### src/rtl/uart_drain_pkg.sv
// Shared types and constants for the UART receive-buffer drain arbiter.
package uart_drain_pkg;

  localparam int unsigned NCH_DEFAULT = 5;
  localparam int unsigned CH_W        = 3;

  typedef enum logic [1:0] {
    IDLE = 2'd0,
    ARB  = 2'd1,
    READ = 2'd2,
    GAP  = 2'd3
  } drainState_e;

endpackage

### src/rtl/uart_buf_drain_arb_rr_pick.sv
// Round-robin first-pending search: lowest offset from ptr whose req bit is set.
module rr_pick
  import uart_drain_pkg::*;
#(
  parameter int unsigned NCH = NCH_DEFAULT
) (
  input  logic [NCH-1:0]  req,
  input  logic [CH_W-1:0] ptr,
  output logic [CH_W-1:0] gnt_idx,
  output logic            any
);

  always_comb begin
    int unsigned pos;
    pos     = 0;
    gnt_idx = '0;
    any     = 1'b0;
    for (int unsigned k = 0; k < NCH; k++) begin
      pos = 32'(ptr) + k;
      if (pos >= NCH) pos = pos - NCH;
      if (!any && req[CH_W'(pos)]) begin
        gnt_idx = CH_W'(pos);
        any     = 1'b1;
      end
    end
  end

endmodule

### src/rtl/uart_buf_drain_arb.sv
// Drains full UART receive buffers one packet at a time, round-robin across
// channels, with a fixed idle gap between packets and sticky overrun flags.
module uart_buf_drain_arb
  import uart_drain_pkg::*;
#(
  parameter int unsigned NCH     = NCH_DEFAULT,
  parameter int unsigned AW      = 5,
  parameter int unsigned PKT_LEN = 24,
  parameter int unsigned GAP_CYC = 2
) (
  input  logic            clk,
  input  logic            rst,
  input  logic [NCH-1:0]  done,
  input  logic            frame_start,
  input  logic            sink_ready,
  output logic [NCH-1:0]  rd_en,
  output logic [AW-1:0]   rd_addr,
  output logic            q_valid,
  output logic [CH_W-1:0] q_ch,
  output logic            q_last,
  output logic            busy,
  output logic [NCH-1:0]  overrun
);

  localparam logic [AW-1:0] LAST_ADDR = AW'(PKT_LEN - 1);
  localparam logic [3:0]    GAP_LAST  = 4'(GAP_CYC - 1);

  drainState_e     state;
  drainState_e     nextState;
  logic [NCH-1:0]  pending;
  logic [NCH-1:0]  pendingNext;
  logic [NCH-1:0]  overrunSet;
  logic [CH_W-1:0] ptr;
  logic [CH_W-1:0] grant;
  logic [CH_W-1:0] pickIdx;
  logic            pickAny;
  logic [3:0]      gapCnt;
  logic            issue;
  logic            lastIssue;

  rr_pick #(.NCH(NCH)) uPick (
    .req     (pending),
    .ptr     (ptr),
    .gnt_idx (pickIdx),
    .any     (pickAny)
  );

  // FSM state register
  always_ff @(posedge clk or negedge rst) begin
    if (!rst) state <= IDLE;
    else      state <= nextState;
  end

  // Next state and read-issue decode; a stalled sink simply holds READ
  always_comb begin
    nextState = state;
    issue     = 1'b0;
    lastIssue = 1'b0;
    case (state)
      IDLE: if (|pending) nextState = ARB;
      ARB:  nextState = pickAny ? READ : IDLE;
      READ: begin
        if (sink_ready) begin
          issue = 1'b1;
          if (rd_addr == LAST_ADDR) begin
            lastIssue = 1'b1;
            nextState = (GAP_CYC == 0) ? ARB : GAP;
          end
        end
      end
      GAP:  if (gapCnt == GAP_LAST) nextState = ARB;
      default: nextState = IDLE;
    endcase
  end

  // Read enable follows sink_ready in the same cycle so the RAM byte lands next cycle
  assign rd_en = issue ? (NCH'(1) << grant) : '0;

  // A new done wins over frame_start; a done on the channel being drained is an overrun
  always_comb begin
    pendingNext = pending;
    if (frame_start) pendingNext = '0;
    if (state == ARB && pickAny) pendingNext[pickIdx] = 1'b0;
    pendingNext = pendingNext | done;
    overrunSet  = done & pending;
    if (state == READ) overrunSet = overrunSet | (done & (NCH'(1) << grant));
  end

  always_ff @(posedge clk or negedge rst) begin
    if (!rst) begin
      pending <= '0;
      overrun <= '0;
      ptr     <= '0;
      grant   <= '0;
      rd_addr <= '0;
      gapCnt  <= '0;
      busy    <= 1'b0;
      q_valid <= 1'b0;
      q_ch    <= '0;
      q_last  <= 1'b0;
    end else begin
      pending <= pendingNext;
      overrun <= overrun | overrunSet;
      busy    <= (nextState != IDLE);
      q_valid <= issue;
      q_ch    <= issue ? grant : '0;
      q_last  <= lastIssue;
      if (state == ARB && pickAny) begin
        grant <= pickIdx;
        ptr   <= (pickIdx == CH_W'(NCH - 1)) ? '0 : pickIdx + CH_W'(1);
      end
      if (issue) rd_addr <= lastIssue ? '0 : rd_addr + AW'(1);
      gapCnt <= (state == GAP) ? gapCnt + 4'd1 : 4'd0;
    end
  end

endmodule

### config.mk
export PLATFORM = sky130hd
export DESIGN_NAME = uart_buf_drain_arb
export DESIGN_NICKNAME = d
export VERILOG_FILES = /design/src/rtl/uart_drain_pkg.sv /design/src/rtl/uart_buf_drain_arb_rr_pick.sv /design/src/rtl/uart_buf_drain_arb.sv
export SDC_FILE = /design/constraint.sdc
export NUM_CORES = 1
export LEC_CHECK = 0
export CORE_MARGIN = 5
export CORE_UTILIZATION = 57
export CTS_BUF_LIST = sky130_fd_sc_hd__clkbuf_2
export DETAILED_ROUTE_END_ITERATION = 10
export PLACE_DENSITY = 0.84
export SETUP_SLACK_MARGIN = 0.3
export SYNTH_ARGS = -nofsm -noshare
export SYNTH_HDL_FRONTEND = slang
export SYNTH_SLANG_ARGS = --single-unit
### constraint.sdc
create_clock -name clk -period 4.3 [get_ports clk]
set_clock_uncertainty 0.05 [all_clocks]
set_input_delay 0.86 -clock clk [delete_from_list [all_inputs] [get_ports clk]]
set_output_delay 0.86 -clock clk [all_outputs]
set_load 0.01 [all_outputs]
==> results.tsv, run 1 <==
stage	metric	value	unit
routing	WL/cell	17.5	µm
placement	placed cell count	354	
floorplan	die span in y	76.9	µm
timing	RSZ-0062 raised after global routing	no	
clock_network	CTS tree	done	
placement	GPL Wtd Cong	0.972	
floorplan	Die Area	0.00591	mm²
critical_path	CP Capture Type	flip-flop	
timing	Slew @ Worst Pin	618	ps
pwr	maximum vdd ir drop	431	µV
global_route	first-pass GRT wire length	10800	µm
timing	setup TNS	0	ps
final_layout	share of post-route cells with drive strength above 1	10.0	%
routing	Detail Route met3 WL	332	µm
synth	number of synthesized flops with an enable pin	0	
routing	Metal-1 WL	2720	µm
final_layout	area grow syn2layout	13.9	%
timing	Peak Freq	265	MHz
routing	drt total wl	6350	µm
global_route	initial antenna violation count	0	
global_route	largest net degree at the start of global routing	34	
global_route	total gr overflow	0	
synth	Async S/R FF share, synth	100	%
final_layout	ANT cells	0	
clock_network	TritonCTS Buffers	5	
timing	final worst-path cycle share	87.9	%
global_route	GR Util All Layers	22.1	%
job	max-cap violations	0	
synth	Seq/Total Area, Yosys	32.4	%
clock_network	Worst-path clk slew	190	ps
critical_path	Setup CP Type	reg -> reg	
timing	Slew Limit Fails	0	
timing	endpoints failing hold	0	
synth	Syn Area/Cell	8.98	µm²
pwr	Leak	1.23	nW
final_layout	most frequent cells in the layout	dfrtp_1 (32), clkdlybuf4s50_1 (29), nor2_1 (24), nand2_1 (20), inv_1 (16)	
global_route	vias in the first global route	2276	
synth	post-synthesis register bit count	33	
critical_path	worst-path fanout max	7	
clock_network	worst-skew pair later-pin latency	380	ps
floorplan	row cnt	24	
final_layout	Finished Layout Cells	362	
timing	slew margin rel.	58.7	%
routing	DRC viols	0	
floorplan	DIE WIDTH	76.9	µm
floorplan	Initial Utilization	58.6	%
routing	DRT Pass-1 Iters	5	
status	status	completed	
routing	post-route ant nets	0	
routing	Max Used Layer	met4	
placement	PortBufs	29	
routing	vias per cell	6.27	
synth	Post-synth top flop	dfrtp_1	
routing	drt initial violations	236	
placement	Detailed Place HPWL	4770	µm
timing	fin crit period	3780	ps
floorplan	Core ar.	0.00435	mm²
critical_path	CP Data Arrival Time	4020	ps
final_layout	nets	330	
synth	Synth warnings	0	
clock_network	CTS root buf	clkbuf_2	
final_layout	commonest non-fill, non-tap cell in the layout	dfrtp_1	
synth	Mapped Area	0.00255	mm²
synth	Synth cell types	71	
clock_network	CTS HTree Levels	2	
critical_path	CP required	4550	ps
clock_network	clock tree buffer depth	2	
routing	met2 WL post-DR	3220	µm
clock_network	CTS Hold Bufs	0	
critical_path	CP Launch Type	flip-flop	
routing	vias	2268	
hold_path	HP Class	reg -> reg	
clock_network	Clock Sinks	33	
pwr	Cell Pwr Density	844	mW/mm²
synth	Mapped Nets	305	
synth	cell count after synthesis	284	
timing	Final Setup Violations	0	
floorplan	IO Pins	30	
stage by stage:
stage	hold WS (ps)	area (µm²)	setup WS (ps)	power, W	util (%)
CTS	435	2900	438	0.00243	66.6
detailed placement	398	2860	488	0.00229	65.7
global placement	391	2860	595	0.00224	65.7
floorplan	409	2550	726	0.00186	-
finish	432	2910	521	0.00245	66.7
global route	468	2910	345	0.00265	66.7
sequential cells by signal, summed over array words and instances (netlist names):
register	count
overrun	5
pending	5
rd_addr	5
gapCnt	4
grant	3
ptr	3
q_ch	3
state	2
busy	1
q_last	1
q_valid	1
Yosys cell counts, types with 2 or more instances:
cell | number | area [µm²]
nor3_1 | 6 | 30.0
a211oi_1 | 8 | 60.1
inv_1 | 16 | 60.1
a21o_1 | 9 | 67.6
nand3b_1 | 3 | 22.5
or2_1 | 2 | 12.5
a2bb2oi_1 | 2 | 17.5
nor2b_1 | 5 | 31.3
a31oi_1 | 4 | 25.0
xor2_1 | 3 | 26.3
or3b_1 | 3 | 26.3
o21ai_0 | 10 | 50.1
a311o_1 | 2 | 20.0
and3b_1 | 3 | 26.3
nand2_1 | 20 | 75.1
nand2b_1 | 9 | 56.3
mux2i_1 | 7 | 70.1
nor2_1 | 24 | 90.1
a31o_1 | 3 | 26.3
buf_2 | 10 | 50.1
nand3_1 | 6 | 30.0
dfrtp_1 | 33 | 826
o31ai_1 | 5 | 37.5
nor4_1 | 4 | 25.0
a21oi_1 | 10 | 50.1
ha_1 | 11 | 138
o211a_1 | 2 | 20.0
clkbuf_1 | 4 | 15.0
o211ai_1 | 4 | 30.0
nand4_1 | 3 | 18.8
o22ai_1 | 2 | 12.5
and2_1 | 3 | 18.8
xnor2_1 | 3 | 26.3
and3_1 | 2 | 12.5
mux4_2 | 3 | 67.6
or2_2 | 2 | 12.5
o21a_1 | 4 | 30.0
area by class of cell:
type	instances	area, µm²
Tap cell	52	65.1
Inverter	16	60.1
Clock inverter	3	12.5
Fill cell	351	1450
Sequential cell	33	827
Clock buffer	5	25.0
Multi-Input combinational cell	219	1590
Timing Repair Buffer	34	328
power by group:
| part | internal [W] | total (W) | switching [W] |
|---|---|---|---|
| clock | 0.0000356 | 0.000141 | 0.000105 |
| combinational | 0.000764 | 0.00180 | 0.00103 |
| sequential | 0.000396 | 0.000517 | 0.000121 |
path summary, 6_finish.rpt:
kind | start | end | slack [ps] | cells after the start
worst max-delay path | ptr[1]$_DFFE_PN0N_ | pending[0]$_DFF_PN0_ | 520 | 12
worst min-delay path | overrun[4]$_DFF_PN0_ | overrun[4]$_DFF_PN0_ | 430 | 1
worst max register to register | ptr[1]$_DFFE_PN0N_ | pending[0]$_DFF_PN0_ | 520 | 12
worst min register to register | overrun[4]$_DFF_PN0_ | overrun[4]$_DFF_PN0_ | 430 | 1
max in group asynchronous | rst | grant[0]$_DFFE_PN0N_ | 3080 | 2
min in group asynchronous | rst | busy$_DFF_PN0_ | 800 | 2
kinds of logic after synthesis:
| group | Yosys count | synth area share (%) |
|---|---|---|
| adder cells (fa/ha/maj) | 12 | 6.18 |
| multiplexers | 11 | 5.84 |
| XOR/XNOR | 6 | 2.06 |
| flip-flops | 33 | 32.4 |
| buffers and inverters | 32 | 5.54 |
| AO/OA/AOI/OAI | 84 | 25.0 |
| AND/OR/NAND/NOR | 106 | 23.0 |
worst max-delay path, stage by stage (launching register included):
cell and delay, ps:
dfrtp_2 500, inv_1 180, ha_1 270, ha_1 310, and2_1 200, or3b_1 370, a311o_1 400, nand2_1 180
a211oi_1 70, o31ai_1 310, o211ai_2 230, or3b_1 450, a2bb2oi_1 160
per-layer routing:
layer / vias to the layer above / global-route usage, %
met3: 7 / 3.86
met4: 0 / 6.99
met1: 1081 / 28.0
met2: 86 / 37.9
met5: - / 0
li1: 1094 / -
timing repair:
action                                  CTS  global route
resized for setup                         0             2
endpoints found under the setup margin    0             5
buffers inserted                          0             0
No activity file was read; power rests on OpenSTA's default activity.
==> inputs of run 2 (changes only) <==
--- a/config.mk
+++ b/config.mk
@@ -5,6 +5,7 @@
 export SDC_FILE = /design/constraint.sdc
 export NUM_CORES = 1
 export LEC_CHECK = 0
+export CORE_ASPECT_RATIO = 0.9
 export CORE_MARGIN = 5
 export CORE_UTILIZATION = 57
 export CTS_BUF_LIST = sky130_fd_sc_hd__clkbuf_2
==> results.tsv, run 2 (synthesized netlist as in run 1, its figures left out) <==
stage	metric	value	unit	change
timing	slew margin rel.	57.9	%	-0.88 points
critical_path	worst-path fanout max	15		+8
clock_network	CTS Hold Bufs	0		unchanged
clock_network	Clock Sinks	33		unchanged
routing	post-route ant nets	0		unchanged
job	max-cap violations	0		unchanged
global_route	GR Util All Layers	23.7	%	+1.6 points
floorplan	die span in y	73.5	µm	-4.5%
final_layout	final instance area	0.00294	mm²	+1.0%
clock_network	CTS HTree Levels	2		unchanged
clock_network	Worst-path clk slew	170	ps	-20 ps
floorplan	IO Pins	30		unchanged
timing	Peak Freq	271	MHz	+2.6%
pwr	Comb power frac	71.6	%	-1.6 points
routing	Max Used Layer	met4		
clock_network	clock tree buffer depth	2		unchanged
critical_path	CP Launch Type	flip-flop		
routing	drt total wl	6510	µm	+2.5%
timing	final worst-path cycle share	85.7	%	-2.2 points
clock_network	CTS tree	done		
pwr	clock group share of total power	8.2	%	+2.5 points
routing	Metal-1 WL	2970	µm	+9.3%
global_route	initial antenna violation count	0		unchanged
timing	PnR worst setup slack	616	ps	+95.1 ps
timing	endpoints failing hold	0		unchanged
clock_network	CTS root buf	clkbuf_2		
placement	Area after DPL	0.00287	mm²	+0.17%
global_route	total gr overflow	0		unchanged
routing	met2 WL post-DR	3120	µm	-2.9%
critical_path	CP Data Arrival Time	3930	ps	-90 ps
pwr	Leak	1.23	nW	+0.74%
timing	Slew @ Worst Pin	631	ps	+13.1 ps
clock_network	TritonCTS Buffers	5		unchanged
placement	GPL Wtd Cong	0.966		-0.63%
timing	RSZ-0062 raised after global routing	no		
routing	drt initial violations	183		-22%
floorplan	Die Area	0.00592	mm²	about the same
pwr	sequential share of power	20.2	%	-0.9 points
pwr	Cell Pwr Density	859	mW/mm²	+1.7%
pwr	Final Total Pwr	0.00252	W	+2.8%
placement	Place WS	562	ps	+73.4 ps
final_layout	nets	329		-0.30%
routing	WL/cell	17.6	µm	about the same
final_layout	area grow syn2layout	15.1	%	
placement	Detailed Place HPWL	4810	µm	+0.72%
routing	DRT Pass-1 Iters	4		-1
timing	fin crit period	3680	ps	-95.1 ps
pwr	sw frac	50.5	%	-0.78 points
floorplan	Initial Utilization	57.9	%	-0.65 points
routing	vias per cell	6.09		-2.8%
final_layout	share of post-route cells with drive strength above 1	9.71	%	-0.29 points
clock_network	postcts setup bufs	0		unchanged
final_layout	top flop regs	overrun x5, pending x5, rd_addr x5		
timing	setup TNS	0	ps	unchanged
final_layout	ANT cells	0		unchanged
routing	DRC viols	0		unchanged
critical_path	CP Capture Type	flip-flop		
status	status	completed		
critical_path	CP required	4550	ps	about the same
pwr	Net Sw Power	0.00127	W	+1.2%
timing	Slew Limit Fails	0		unchanged
floorplan	Core ar.	0.00440	mm²	+1.1%
final_layout	commonest non-fill, non-tap cell in the layout	dfrtp_1		
pwr	maximum vdd ir drop	460	µV	+6.8%
global_route	first-pass GRT wire length	10800	µm	+0.45%
routing	vias	2259		-0.40%
global_route	vias in the first global route	2292		+0.70%
placement	PortBufs	29		unchanged
floorplan	row cnt	23		-4.2%
timing	Final Setup Violations	0		unchanged
routing	Detail Route met3 WL	297	µm	-11%
hold_path	HP Class	reg -> reg		
final_layout	most frequent cells in the layout	dfrtp_1 (33), clkdlybuf4s50_1 (29), nor2_1 (24), nand2_1 (20), inv_1 (16)		
pwr	Int Pwr	0.00125	W	+4.4%
clock_network	worst-skew pair later-pin latency	380	ps	about the same
global_route	largest net degree at the start of global routing	34		unchanged
critical_path	Setup CP Type	reg -> reg		
floorplan	DIE WIDTH	80.5	µm	+4.7%
final_layout	Core Util, Final	66.7	%	about the same
## run 2: power groups by stage
stage          clock network [W]  registers (W)  logic, W
3_3_place_gp                   0       0.000508   0.00172
6_report                0.000206       0.000510   0.00181
4_1_cts                 0.000211       0.000507   0.00177
3_5_place_dp                   0       0.000513   0.00176
5_1_grt                 0.000222       0.000527   0.00197
2_1_floorplan                  0       0.000489   0.00137
## run 2: layer usage
metal  track usage (%)  vias to the layer above
li1                  -                     1099
met1              31.2                     1073
met2              38.7                       72
met3              4.41                       15
met4              9.57                        0
met5                 0                        -
## run 2: critical path, cell delays in order (launching register included)
cell and delay (ps):
dfrtp_1 410, inv_1 140, ha_1 600, mux2_2 400, a211oi_1 230, nor4bb_1 120
a21oi_1 400, a211oi_1 90, o31ai_1 320, o211ai_2 220, or3b_1 390, a31o_1 210
## run 2: layout make-up
| class | instances | area [µm²] |
|---|---|---|
| sequential | 33 | 826 |
| fill | 380 | 1470 |
| timing repair buffer | 33 | 320 |
| inverter | 16 | 60.1 |
| clock inverter | 2 | 33.8 |
| clock buffer | 6 | 30.0 |
| multi-input combinational | 219 | 1590 |
| tap | 62 | 77.6 |
## run 2: final timing paths
path	slack (ps)	endpoint	depth (start not counted)	start
max	620	pending[2]$_DFF_PN0_	11	ptr[0]$_DFFE_PN0N_
min	430	overrun[4]$_DFF_PN0_	1	overrun[4]$_DFF_PN0_
max reg2reg	620	pending[2]$_DFF_PN0_	11	ptr[0]$_DFFE_PN0N_
min reg2reg	430	overrun[4]$_DFF_PN0_	1	overrun[4]$_DFF_PN0_
max in group asynchronous	3090	state[0]$_DFF_PN0_	2	rst
min in group asynchronous	790	q_ch[2]$_DFF_PN0_	2	rst
## run 2: per-stage QoR
step / instances / hold slack [ps]
after floorplan: 284 / 409
after global placement: 363 / 398
after detailed placement: 363 / 396
after CTS: 371 / 433
after global routing: 371 / 442
final: 371 / 428
## run 2: timing repair
| action | 4_1_cts | 5_1_grt |
|---|---|---|
| hold endpoints to repair | 0 | 0 |
| gates resized for setup | 0 | 1 |
| setup endpoints to repair | 0 | 1 |
